### src/rtl/mlaccel_sspi_phy.sv
// SPI slave bit engine for the host port: mode 3, oversampled pins with a glitch filter on
// spi_clk, and single/dual/quad lanes chosen per byte. Bytes go to the command decoder on
// rx_* and come from it on tx_*.
module mlaccel_sspi_phy #(
  parameter int unsigned FILTER_LEN = 2,
  parameter logic [7:0]  IDLE_BYTE  = 8'hFF
) (
  input  logic       i_clock,
  input  logic       i_reset,
  input  logic       i_spi_csb,
  input  logic       i_spi_clk,
  input  logic [3:0] i_spi_io_in,
  output logic [3:0] o_spi_io_out,
  output logic [3:0] o_spi_io_oe,
  input  logic [1:0] i_lane_mode,
  input  logic       i_lane_dir,
  output logic       o_rx_valid,
  output logic [7:0] o_rx_data,
  output logic       o_rx_first,
  input  logic       i_tx_valid,
  input  logic [7:0] i_tx_data,
  output logic       o_tx_ready,
  output logic       o_tx_underrun,
  output logic       o_xfer_active,
  output logic       o_xfer_end
);

  localparam logic [1:0] FiltMax = 2'(FILTER_LEN - 1);

  // Normalised lane modes; the reserved encoding folds onto single.
  localparam logic [1:0] LnSingle = 2'b00;
  localparam logic [1:0] LnDual   = 2'b01;
  localparam logic [1:0] LnQuad   = 2'b10;

  typedef enum logic [1:0] {StDisarmed, StIdle, StActive} state_e;

  logic       r_csb_s1, r_csb_s2;
  logic       r_sck_s1, r_sck_s2;
  logic [3:0] r_io_s1, r_io_s2;

  logic       r_sck_filt;
  logic [1:0] r_filt_cnt;
  logic       r_rise, r_fall;

  state_e     r_state;
  logic [1:0] r_mode;
  logic       r_dir;
  logic [2:0] r_bit_cnt;
  logic       r_first;
  logic [7:0] r_rx_sh;
  logic [7:0] r_tx_sh;
  logic [3:0] r_io_out;
  logic [3:0] r_oe;
  logic       r_rx_valid;
  logic [7:0] r_rx_data;
  logic       r_rx_first;
  logic       r_tx_ready;
  logic       r_underrun;
  logic       r_active;
  logic       r_xfer_end;

  logic [1:0] w_mode_in;
  logic       w_tx_en_in;
  logic       w_rx_en;
  logic       w_tx_en;
  logic [2:0] w_last_cnt;
  logic [7:0] w_rx_next;
  logic [7:0] w_tx_byte;
  logic [3:0] w_load_out;
  logic [7:0] w_load_sh;
  logic [3:0] w_shift_out;
  logic [7:0] w_shift_sh;
  logic [3:0] w_oe_in;

  // Two-flop synchronisers. CSB resets to 0 so a CSB still held low after reset is never
  // mistaken for a fresh frame; the engine waits until it genuinely sees CSB high.
  always_ff @(posedge i_clock) begin
    if (i_reset) begin
      r_csb_s1 <= 1'b0;
      r_csb_s2 <= 1'b0;
      r_sck_s1 <= 1'b1;
      r_sck_s2 <= 1'b1;
      r_io_s1  <= 4'h0;
      r_io_s2  <= 4'h0;
    end else begin
      r_csb_s1 <= i_spi_csb;
      r_csb_s2 <= r_csb_s1;
      r_sck_s1 <= i_spi_clk;
      r_sck_s2 <= r_sck_s1;
      r_io_s1  <= i_spi_io_in;
      r_io_s2  <= r_io_s1;
    end
  end

  // spi_clk filter: accept a new level only after FILTER_LEN consecutive differing samples.
  always_ff @(posedge i_clock) begin
    if (i_reset) begin
      r_sck_filt <= 1'b1;
      r_filt_cnt <= 2'd0;
      r_rise     <= 1'b0;
      r_fall     <= 1'b0;
    end else begin
      r_rise <= 1'b0;
      r_fall <= 1'b0;
      if (r_sck_s2 != r_sck_filt) begin
        if (r_filt_cnt == FiltMax) begin
          r_sck_filt <= r_sck_s2;
          r_filt_cnt <= 2'd0;
          r_rise     <= r_sck_s2;
          r_fall     <= ~r_sck_s2;
        end else begin
          r_filt_cnt <= r_filt_cnt + 2'd1;
        end
      end else begin
        r_filt_cnt <= 2'd0;
      end
    end
  end

  // Lane decode for the byte about to start (live inputs) and the byte in flight (latched).
  always_comb begin
    w_mode_in  = (i_lane_mode == 2'b11) ? LnSingle : i_lane_mode;
    w_tx_en_in = (w_mode_in == LnSingle) || i_lane_dir;
    w_rx_en    = (r_mode == LnSingle) || !r_dir;
    w_tx_en    = (r_mode == LnSingle) || r_dir;
    w_tx_byte  = i_tx_valid ? i_tx_data : IDLE_BYTE;
    case (r_mode)
      LnDual: begin
        w_last_cnt = 3'd3;
        w_rx_next  = {r_rx_sh[5:0], r_io_s2[1:0]};
      end
      LnQuad: begin
        w_last_cnt = 3'd1;
        w_rx_next  = {r_rx_sh[3:0], r_io_s2[3:0]};
      end
      default: begin
        w_last_cnt = 3'd7;
        w_rx_next  = {r_rx_sh[6:0], r_io_s2[0]};
      end
    endcase
  end

  // Tx lane mapping: first bits of a freshly loaded byte, and following bits mid-byte.
  always_comb begin
    case (w_mode_in)
      LnDual: begin
        w_load_out = {2'b00, w_tx_byte[7:6]};
        w_load_sh  = {w_tx_byte[5:0], 2'b00};
        w_oe_in    = i_lane_dir ? 4'b0011 : 4'b0000;
      end
      LnQuad: begin
        w_load_out = w_tx_byte[7:4];
        w_load_sh  = {w_tx_byte[3:0], 4'h0};
        w_oe_in    = i_lane_dir ? 4'b1111 : 4'b0000;
      end
      default: begin
        w_load_out = {2'b00, w_tx_byte[7], 1'b0};
        w_load_sh  = {w_tx_byte[6:0], 1'b0};
        w_oe_in    = 4'b0010;
      end
    endcase
    case (r_mode)
      LnDual: begin
        w_shift_out = {2'b00, r_tx_sh[7:6]};
        w_shift_sh  = {r_tx_sh[5:0], 2'b00};
      end
      LnQuad: begin
        w_shift_out = r_tx_sh[7:4];
        w_shift_sh  = {r_tx_sh[3:0], 4'h0};
      end
      default: begin
        w_shift_out = {2'b00, r_tx_sh[7], 1'b0};
        w_shift_sh  = {r_tx_sh[6:0], 1'b0};
      end
    endcase
  end

  // Frame FSM plus bit engine; every output is registered here.
  always_ff @(posedge i_clock) begin
    if (i_reset) begin
      r_state    <= StDisarmed;
      r_mode     <= LnSingle;
      r_dir      <= 1'b0;
      r_bit_cnt  <= 3'd0;
      r_first    <= 1'b0;
      r_rx_sh    <= 8'h00;
      r_tx_sh    <= 8'h00;
      r_io_out   <= 4'h0;
      r_oe       <= 4'h0;
      r_rx_valid <= 1'b0;
      r_rx_data  <= 8'h00;
      r_rx_first <= 1'b0;
      r_tx_ready <= 1'b0;
      r_underrun <= 1'b0;
      r_active   <= 1'b0;
      r_xfer_end <= 1'b0;
    end else begin
      r_rx_valid <= 1'b0;
      r_tx_ready <= 1'b0;
      r_xfer_end <= 1'b0;
      case (r_state)
        StDisarmed: begin
          if (r_csb_s2) r_state <= StIdle;
        end
        StIdle: begin
          if (!r_csb_s2) begin
            r_state    <= StActive;
            r_active   <= 1'b1;
            r_bit_cnt  <= 3'd0;
            r_first    <= 1'b1;
            r_underrun <= 1'b0;
            r_mode     <= w_mode_in;
            r_dir      <= i_lane_dir;
            r_oe       <= w_oe_in;
          end
        end
        StActive: begin
          if (r_csb_s2) begin
            // Any partial byte is simply abandoned; the counter restarts at the next frame.
            r_state    <= StIdle;
            r_active   <= 1'b0;
            r_oe       <= 4'h0;
            r_xfer_end <= 1'b1;
          end else if (r_rise) begin
            if (w_rx_en) r_rx_sh <= w_rx_next;
            if (r_bit_cnt == w_last_cnt) begin
              r_bit_cnt <= 3'd0;
              if (w_rx_en) begin
                r_rx_valid <= 1'b1;
                r_rx_data  <= w_rx_next;
                r_rx_first <= r_first;
                r_first    <= 1'b0;
              end
            end else begin
              r_bit_cnt <= r_bit_cnt + 3'd1;
            end
          end else if (r_fall) begin
            if (r_bit_cnt == 3'd0) begin
              // Byte boundary: pick up the lane config and, if this byte transmits, new data.
              r_mode <= w_mode_in;
              r_dir  <= i_lane_dir;
              r_oe   <= w_oe_in;
              if (w_tx_en_in) begin
                r_io_out <= w_load_out;
                r_tx_sh  <= w_load_sh;
                if (i_tx_valid) r_tx_ready <= 1'b1;
                else            r_underrun <= 1'b1;
              end else begin
                r_io_out <= 4'h0;
              end
            end else if (w_tx_en) begin
              r_io_out <= w_shift_out;
              r_tx_sh  <= w_shift_sh;
            end
          end
        end
        default: r_state <= StDisarmed;
      endcase
    end
  end

  assign o_spi_io_out  = r_io_out;
  assign o_spi_io_oe   = r_oe;
  assign o_rx_valid    = r_rx_valid;
  assign o_rx_data     = r_rx_data;
  assign o_rx_first    = r_rx_first;
  assign o_tx_ready    = r_tx_ready;
  assign o_tx_underrun = r_underrun;
  assign o_xfer_active = r_active;
  assign o_xfer_end    = r_xfer_end;

endmodule

### config.mk
export PLATFORM = sky130hd
export DESIGN_NAME = mlaccel_sspi_phy
export DESIGN_NICKNAME = d
export VERILOG_FILES = /design/src/rtl/mlaccel_sspi_phy.sv
export SDC_FILE = /design/constraint.sdc
export NUM_CORES = 1
export LEC_CHECK = 0
export CAP_MARGIN = 40
export CORE_MARGIN = 1.5
export CORE_UTILIZATION = 36
export CTS_CLUSTER_DIAMETER = 120
export CTS_CLUSTER_SIZE = 28
export DETAILED_ROUTE_END_ITERATION = 7
export SLEW_MARGIN = 40
export SYNTH_ARGS = -nofsm -noshare
export SYNTH_HDL_FRONTEND = slang
export SYNTH_SLANG_ARGS = --single-unit
### constraint.sdc
create_clock -name i_clock -period 1.9 [get_ports i_clock]
set_input_delay 0.19 -clock i_clock [delete_from_list [all_inputs] [get_ports i_clock]]
set_output_delay 0.19 -clock i_clock [all_outputs]
set_load 0.01 [all_outputs]
==> metrics.md, run 1 <==
| Metric | Value |
|---|---|
| Status | finished clean |
| Synth area leaders | dfxtp_1 40%, nand2b_1 5.5%, a21oi_1 4.1% |
| CTS HTree Levels | 3 |
| Die area | 9060 um2 |
| Synth Area in XOR/XNOR | 1.145% |
| CTS hold repair buffers | 0 |
| Largest family of logic cells by synthesized area | simple AND/OR/NAND/NOR gates |
| Most used cell, CP | inv_1 |
| Initial Utilization | 37.23% |
| Slew headroom | 68.77% |
| Slew @ Worst Pin | 0.4684 ns |
| Chip Width | 95.19 um |
| Worst IR Drop VDD | 0.4409 mV |
| Setup Viol. Count Final | 0 |
| Synth Area in Compound Gates | 22.62% |
| Global-route wire length before repair | 11810 um |
| Setup Skew | 0.004284 ns |
| Synth Area in Simple Gates | 24.54% |
| Top_reg_cell synth | dfxtp_1 |
| Final Hold Vio Count | 0 |
| Initial antenna violation count | 0 |
| Hold Path Class | input port to register |
| Critical path endpoint category | register |
| Vias | 2632 |
| Post-synthesis area per instance | 8.893 um2 |
| Detailed Route WL | 7203 um |
| Power Density | 754.9 nW/um2 |
| Cell count along the critical path | 7 |
| Commonest non-fill, non-tap cell in the layout | dfxtp_1 |
| Via-to-Cell Ratio | 5.243 |
| Share of post-route cells with drive strength above 1 | 15.37% |
| Maxcap violations | 0 |
| Post-Syn Area | 3059 um2 |
| Netlist cell types | 56 |
| Power consumption | 2930 uW |
| Post-CTS Setup Bufs | 0 |
| Tmin final | 1.788 ns |
| Slew Limit Fails | 0 |
| Post-route ant nets | 0 |
| Routed len/inst | 14.35 um |
| Area Overhead vs Synth | 26.87% |
| Fin util | 47.24% |
| Die Ht | 95.19 um |
| Worst reg-to-reg path cell count | 7 |
| Number of primary I/O pins | 42 |
| Fmax | 0.5593 GHz |
| Clock Tree Root | clkbuf_8 |
| Vias in the first global route | 2433 |
| Nets | 420 |
| Core Box Area | 8217 um2 |
| CP top delay family | compound AO/OA/AOI/OAI gates |
| Hold Path Cell Cnt | 2 |
| CTS tree | built |
| Top cell type's share of synthesized area | 39.92% |
| Post-Synth Adder-Cell Area | 3.272% |
| Buf/Inv on CP | 3 |
| Critical Path RT | 2.12 ns |
| Max Root-Sink Buffers | 2 |
| DRT iter0 DRCs | 130 |
| Area leader, netlist | dfxtp_1 |
| CTS Sinks | 61 |
| Dpl hpwl | 5098 um |
| Critical Path AT | 2.01 ns |
| Worst path slowest cell | dfxtp_1 |
| Total Routing Usage GR | 17.13% |
| CP peak stage delay | 0.38 ns |
| Clk_lat worst skew | 0.34 ns |
| Clk pin slew, worst setup/hold paths | 0.07 ns |
| Final period utilization | 94.11% |
| Port Buffers | 41 |
| Most frequent cells in the layout | 61 x dfxtp_1, 40 x clkdlybuf4s50_1, 27 x nand2b_1, 24 x a21oi_1 |
| Worst path cell trace | inv_1 > ha_1 > buf_4 > inv_1 > a221oi_1 > o22a_1 > a311oi_2 |
| RSZ-0062 raised after global routing | false |
| Largest net degree at the start of global routing | 31 |
| Post-synthesis sequential area ratio | 39.92% |
| Number of flops mapped to enable cells by yosys | 0 |
| Worst Setup Start Kind | register |
| Leakage power | 0.001307 uW |
| Asr flop ratio synth | 0% |
| Post-synthesis net count | 372 |
| # rows | 33 |
| First-pass DRT Iterations | 4 |
| Synth warn | 0 |
| Synth Register Bits | 61 |
| Overflow after GRT | 0 |
| Type of the worst setup path | register to register |
| CTS Buf Count | 9 |
| Routability congestion estimate | 0.8609 |
| Cells after synthesis | 344 |
| DR DRC count | 0 |
| Multiplexer area fraction after synthesis | 2.290% |
| Worst hold slack | 0.2734 ns |
| Worst-path fanout max | 13 |
| Ant. Diodes | 0 |
[layout make-up]
cell class	instances	area [um2]
fill	811	4335
multi-input combinational	245	1659
sequential	61	1221
timing repair buffer	65	598.1
clock buffer	11	151.4
tap	105	131.4
clock inverter	5	82.58
inverter	10	37.54
[flip-flops by register name, indices dropped and copies added (netlist names), 2 cells and up]
register and cells:
r_bit_cnt 3, r_io_s2 4, r_tx_sh 7, o_spi_io_oe 3, r_mode 2, o_spi_io_out 4, o_rx_data 8, r_io_s1 4
r_rx_sh 7, r_filt_cnt 2, r_state 2
[report_power, final]
group / leakage (uW) / switching (uW) / internal [uW]
Combinational: 0.000704 / 137 / 138
Sequential: 0.000495 / 11.6 / 1300
Clock: 0.000108 / 535 / 809
[worst paths after layout]
| kind | start | end | slack, ns |
|---|---|---|---|
| worst max-delay path | r_mode[1] | r_tx_sh[6] | 0.11 |
| worst min-delay path | i_reset | o_rx_first | 0.27 |
| worst max register to register | r_mode[1] | r_tx_sh[6] | 0.11 |
| worst min register to register | r_sck_s1 | r_sck_s2 | 0.41 |
[synth_stat cells (6+ instances only)]
cell type	instances
nand4b_1	6
mux2i_1	7
ha_1	8
dfxtp_1	61
buf_2	7
o21ai_0	14
clkbuf_1	15
inv_1	10
nand2_1	20
nor2b_1	19
nand3_1	11
nor2_1	23
a21oi_1	25
a22oi_1	9
nand2b_1	27
[repair_timing]
action | in CTS | in global routing
hold endpoints to repair | 0 | 0
setup endpoints to repair | 0 | 10
resized for setup | 0 | 4
[per-layer routing]
layer  GRT usage [%]  wire length [um]  vias to the layer above  part of all wire (%)
li1                -                 -                     1331                     -
met1           22.77              3475                     1212                    48
met2           26.30              3175                       75                    44
met3           3.668               385                       14                   5.3
met4           8.085               166                        0                   2.3
met5               0                 0                        -                     0
[stage by stage]
step | setup TNS [ns] | worst slack (ns) | instances | area, um2
detailed placement | -0.2682 | -0.06826 | 486 | 3636
global route | 0 | 0.005076 | 502 | 3881
global placement | -0.1631 | -0.04689 | 486 | 3636
floorplan | 0 | 0.1894 | 344 | 3059
CTS | 0 | 0.05948 | 502 | 3870
finish | 0 | 0.1120 | 502 | 3881
[kinds of logic (layout without fill, tap and decap cells)]
kind of cell,after synthesis,count (layout)
AND/OR/NAND/NOR,132,132
AO/OA/AOI/OAI,94,94
flip-flops,61,61
buffers and inverters,38,91
adder cells (fa/ha/maj),8,8
multiplexers,7,7
XOR/XNOR,4,4
Note: power is estimated with default switching activity, not from simulation.
==> run 2: changes to the inputs <==
==> constraint.sdc (replaced) <==
create_clock -name i_clock -period 1.9 [get_ports i_clock]
set_input_delay 0.19 -clock i_clock [delete_from_list [all_inputs] [get_ports i_clock]]
set_output_delay 0.19 -clock i_clock [all_outputs]
set_load 0.005 [all_outputs]
==> results of run 2 <==
Same layout as run 1 (identical final DEF). Status: finished clean.
Main changes from that run: total power 2930 uW -> 2929 uW
